`src/rtl/load_unit.sv`:
```
// Multi-cycle load datapath: base + sign-extended offset, memory read, RF writeback.
// Optional alignment check enabled by defining LOAD_ALIGN_CHECK_EN.
//
// Ports:
//   clk, reset                 clock, synchronous active-high reset
//   start                      launch a load (sampled only when idle)
//   instruction                offset source, low IMM_W bits
//   base_addr, dest_reg        base register value and destination register
//   mem_rd_en, mem_addr        read request and registered effective address
//   mem_rd_data, mem_rd_valid  returned read word and its valid strobe
//   rf_we, rf_waddr, rf_wdata  one-cycle register-file write port
//   busy, done, error          status: busy unless idle, done/error pulses
module load_unit #(
  parameter int DATA_W   = 32,
  parameter int ADDR_W   = 32,
  parameter int IMM_W    = 16,
  parameter int REG_AW   = 5,
  parameter int MAX_WAIT = 15
) (
  input  logic              clk,
  input  logic              reset,
  input  logic              start,
  input  logic [IMM_W-1:0]  instruction,
  input  logic [ADDR_W-1:0] base_addr,
  input  logic [REG_AW-1:0] dest_reg,
  output logic              mem_rd_en,
  output logic [ADDR_W-1:0] mem_addr,
  input  logic [DATA_W-1:0] mem_rd_data,
  input  logic              mem_rd_valid,
  output logic              rf_we,
  output logic [REG_AW-1:0] rf_waddr,
  output logic [DATA_W-1:0] rf_wdata,
  output logic              busy,
  output logic              done,
  output logic              error
);

  localparam int CW = $clog2(MAX_WAIT + 1);

  typedef enum logic [2:0] {
    IDLE, ADDR, REQ, WB, ERR
  } state_t;

  state_t              state_q, state_d;
  logic [IMM_W-1:0]    imm_q;
  logic [ADDR_W-1:0]   base_q;
  logic [REG_AW-1:0]   waddr_q;
  logic [ADDR_W-1:0]   addr_q, addr_d;
  logic [DATA_W-1:0]   wdata_q, wdata_d;
  logic [CW-1:0]       cnt_q, cnt_d;
  logic [CW-1:0]       cnt_inc;
  logic [ADDR_W-1:0]   ea;
  logic                cap;

  // Carry out of the add is dropped: addresses wrap modulo 2^ADDR_W.
  assign ea = base_q
            + {{(ADDR_W-IMM_W){imm_q[IMM_W-1]}}, imm_q};
  assign cnt_inc = cnt_q + CW'(1);
  assign cap = (state_q == IDLE) && start;

  always_comb begin
    state_d   = state_q;
    addr_d    = addr_q;
    wdata_d   = wdata_q;
    cnt_d     = cnt_q;
    mem_rd_en = 1'b0;
    rf_we     = 1'b0;
    busy      = 1'b1;
    done      = 1'b0;
    error     = 1'b0;
    unique case (state_q)
      IDLE: begin
        busy = 1'b0;
        if (start) state_d = ADDR;
      end
      ADDR: begin
        addr_d  = ea;
        cnt_d   = '0;
`ifdef LOAD_ALIGN_CHECK_EN
        if (ea[1:0] != 2'b00) state_d = ERR;
        else                  state_d = REQ;
`else
        state_d = REQ;
`endif
      end
      REQ: begin
        mem_rd_en = 1'b1;
        cnt_d     = cnt_inc;
        // cnt_inc counts this cycle, so exit after MAX_WAIT REQ cycles.
        if (mem_rd_valid) begin
          wdata_d = mem_rd_data;
          state_d = WB;
        end else if (cnt_inc == CW'(MAX_WAIT)) begin
          state_d = ERR;
        end
      end
      WB: begin
        rf_we   = (waddr_q != '0);
        done    = 1'b1;
        state_d = IDLE;
      end
      ERR: begin
        done    = 1'b1;
        error   = 1'b1;
        state_d = IDLE;
      end
      default: state_d = IDLE;
    endcase
  end

  always_ff @(posedge clk) begin
    if (reset) begin
      state_q <= IDLE;
      imm_q   <= '0;
      base_q  <= '0;
      waddr_q <= '0;
      addr_q  <= '0;
      wdata_q <= '0;
      cnt_q   <= '0;
    end else begin
      state_q <= state_d;
      addr_q  <= addr_d;
      wdata_q <= wdata_d;
      cnt_q   <= cnt_d;
      if (cap) begin
        imm_q   <= instruction;
        base_q  <= base_addr;
        waddr_q <= dest_reg;
      end
    end
  end

  assign mem_addr = addr_q;
  assign rf_waddr = waddr_q;
  assign rf_wdata = wdata_q;

endmodule

```
`config.mk`:
```
export PLATFORM = sky130hd
export DESIGN_NAME = load_unit
export DESIGN_NICKNAME = d
export VERILOG_FILES = /design/src/rtl/load_unit.sv
export SDC_FILE = /design/constraint.sdc
export NUM_CORES = 1
export LEC_CHECK = 0
export BUFFER_PORTS_ARGS = -buffer_cell sky130_fd_sc_hd__buf_2
export CORE_UTILIZATION = 25
export DETAILED_ROUTE_END_ITERATION = 10
export SETUP_SLACK_MARGIN = 0.05
export SKIP_LAST_GASP = 1
export SYNTH_ARGS = -nofsm -noshare
export SYNTH_HDL_FRONTEND = slang
export SYNTH_SLANG_ARGS = --single-unit
```
`constraint.sdc`:
```
create_clock -name clk -period 4.3 [get_ports clk]
set_input_delay 0.43 -clock clk [delete_from_list [all_inputs] [get_ports clk]]
set_output_delay 0.43 -clock clk [all_outputs]
set_load 0.01 [all_outputs]
```
==> out/results.tsv <==
metric	value	unit
Core ar.	0.02425	mm2
Tightest Pin Transition	1.111	ns
vias in the first global route	5768	
Vias/cell	4.719	
worst flop-to-flop path startpoint	imm_q[15]	
htree depth	4	
Async S/R FF share, synth	0	%
Initial Util	25.37	%
Clk pwr share	44.9	%
min cycle time layout	2.989	ns
mapped cell area	0.006151	mm2
grt total ovfl	0	
gp weighted congestion	0.8744	
clk sink count	124	
Slew Limit Fails	0	
nets@finish	1064	
Final Hold Violating Endpoints	0	
worst path required time	4.62	ns
drt pass-1 iters	5	
final wirelength	18430	um
Vias	6036	
Final Skew	0.01153	ns
sequential-to-total area share from yosys stat	40.36	%
initial antenna violation count	2	
Synth Instances	805	
crit share post-route	69.51	%
Pint	2.238	mW
Setup Fix Bufs, Post-CTS	0	
Routed WL per cell	14.41	um
RSZ-0062 raised after global routing	no	
syn nets	928	
Fmax	334.6	MHz
Iteration-0 DRC Markers	389	
Switching Share	28.21	%
register area	0.002482	mm2
layout cells sized above 1	21.80	%
die area	0.02523	mm2
root buf cell	clkbuf_16	
static power due to leakage	3.376	nW
DRC viols	0	
Syn-to-layout area delta	26.53	%
synth warn	0	
# setup viols final	0	
Hold Crit Class	input port to register	
IO Port Bufs	162	
total CTS buffers	17	
maximum VDD drop	0.2637	mV
Row Count	57	
CP Class	register to register	
Crit. End Element	register	
CTS resizes	0	
Gate power share	14.8	%
first-pass GRT wire length	29440	um
largest net degree at the start of global routing	59	
min-delay src	mem_rd_data[10]	
outcome	finished, final reports clean	
Worst-Skew Late Latency	0.42	ns
Distinct cells, synth	58	
Max-slew headroom	25.75	%
post-detailed-route count of antenna-violating nets	0	
Sw Pwr	0.8795	mW
multi-input logic area	0.003417	mm2
clk slew on worst S/H paths	0.06	ns
#FFs+latches synth	124	
Critical Path Start	imm_q[15]	
Max FO, Critical Path	18	
Fin Setup TNS	0	ns
filler cell count in the final layout	2663	
maximum clock path buffer count	2	
Post-CTS Hold Fix Bufs	0	
DIE HEIGHT	158.9	um
Post-synth EDFFs	0	
Primary FF master, synth	dfxtp_1	
PwrDens	400.6	mW/mm2
IO Pins	163	
GRT Overall Usage	14.61	%
Post-DP HPWL	13350	um
TritonCTS clock tree	done	
max-cap viol count	0	
sequential share of power	40.3	%
Worst EP arrival	3.31	ns
die span in x	158.9	um
Mean Syn Cell Area	7.641	um2
fin util	32.09	%
crit path launch type	register	
worst max-delay path, stage by stage (launching register included):
cell and delay (ns):
dfxtp_1 0.82, ha_1 0.42, a21oi_1 0.31, o21bai_1 0.10, a21oi_1 0.18, a21oi_1 0.09, nor3_1 0.53, xor2_1 0.15
a211oi_1 0.27
cell type report:
type,instances,share of cell area [%]
inverter,17,0.8199
sequential,124,31.90
antenna,1,0.03215
clock inverter,9,1.125
clock buffer,23,6.270
timing repair buffer,165,10.74
tap,324,5.209
multi-input combinational,616,43.91
layout by cell type (no fill, tap or decap), drive strengths merged, types with 5 or more instances in the layout:
master    n
nand3    14
xor2     10
o211ai    5
nor2     32
a211oi    9
nand2   232
nand4    11
dfxtp   124
a21oi   144
inv      17
a21o     11
clkbuf   23
nor3     11
and3      6
ha       33
buf     165
o21ai    21
xnor2    14
stage by stage:
step	setup WS (ns)	power, mW	hold slack [ns]	instances	area (um2)
after floorplan	1.803	1.580	0.4400	805	6151
after global routing	1.170	3.263	0.2317	1278	7780
after global placement	1.406	1.740	0.4363	1246	7204
after detailed placement	1.387	1.744	0.4430	1246	7204
after CTS	1.330	3.153	0.2226	1278	7780
final	1.311	3.118	0.2415	1279	7782
per-layer routing:
layer / vias to the layer above / part of all wire (%) / track usage (%)
li1: 3060 / - / -
met1: 2730 / 47 / 18.36
met2: 206 / 45 / 23.48
met3: 38 / 6.1 / 4.232
met4: 2 / 2.3 / 5.638
met5: - / 0.054 / 0
cell usage after synthesis (all sizes together) (2+ instances only):
cell type,count,area (um2)
nor2b,2,12.51
and4,2,17.52
inv,17,63.81
o21bai,3,22.52
dfxtp,124,2482
ha,33,412.9
and3,6,37.54
a2111oi,2,42.54
and2,3,18.77
nor2,32,120.1
o2111ai,3,26.28
nand4,11,68.82
o311a,2,20.02
nand2,232,870.8
a22o,2,17.52
nor4,3,18.77
a21oi,144,724.5
nand3,14,70.07
o221ai,2,23.77
buf,5,31.28
a211o,3,26.28
a211oi,9,72.57
nand3b,3,22.52
o21a,3,22.52
o21ai,21,105.1
nor3,11,55.05
o41ai,2,17.52
a31oi,4,25.02
clkbuf,43,162.7
or4,3,22.52
a21o,11,82.58
xnor2,14,122.6
o31ai,2,20.02
xor2,10,87.58
or3,2,12.51
nand2b,4,25.02
o211ai,5,37.54
worst paths after layout:
path                            slack, ns  cells past startpoint      endpoint
worst max-delay path                 1.31                      8  mem_addr[27]
worst min-delay path                 0.24                      3  rf_wdata[10]
worst max register to register       1.31                      8  mem_addr[27]
worst min register to register       0.45                      2   mem_addr[3]
cells by family after synthesis:
logic type / Yosys count / synth area share [%]
AOI/OAI and AO/OA: 225 / 22.03
xor gates and xnor gates: 24 / 3.417
adders and majority gates: 34 / 7.038
buffers and inverters: 65 / 4.190
DFF: 124 / 40.36
and+or+nand+nor: 333 / 22.97
registers in the layout (all words and copies together), names as in the netlist:
signal    cells
imm_q        16
cnt_q         4
base_q       32
mem_addr     32
rf_wdata     32
state_q       3
rf_waddr      5
power by group through the flow:
stage                     sequential, mW  combinational, mW  clock, mW
after floorplan                     1.28              0.295          0
after global placement              1.28              0.458          0
after detailed placement            1.28              0.461          0
after CTS                           1.26              0.464       1.43
after global routing                1.26              0.518       1.48
final                               1.26              0.460       1.40
(Power assumes the default switching activity.)
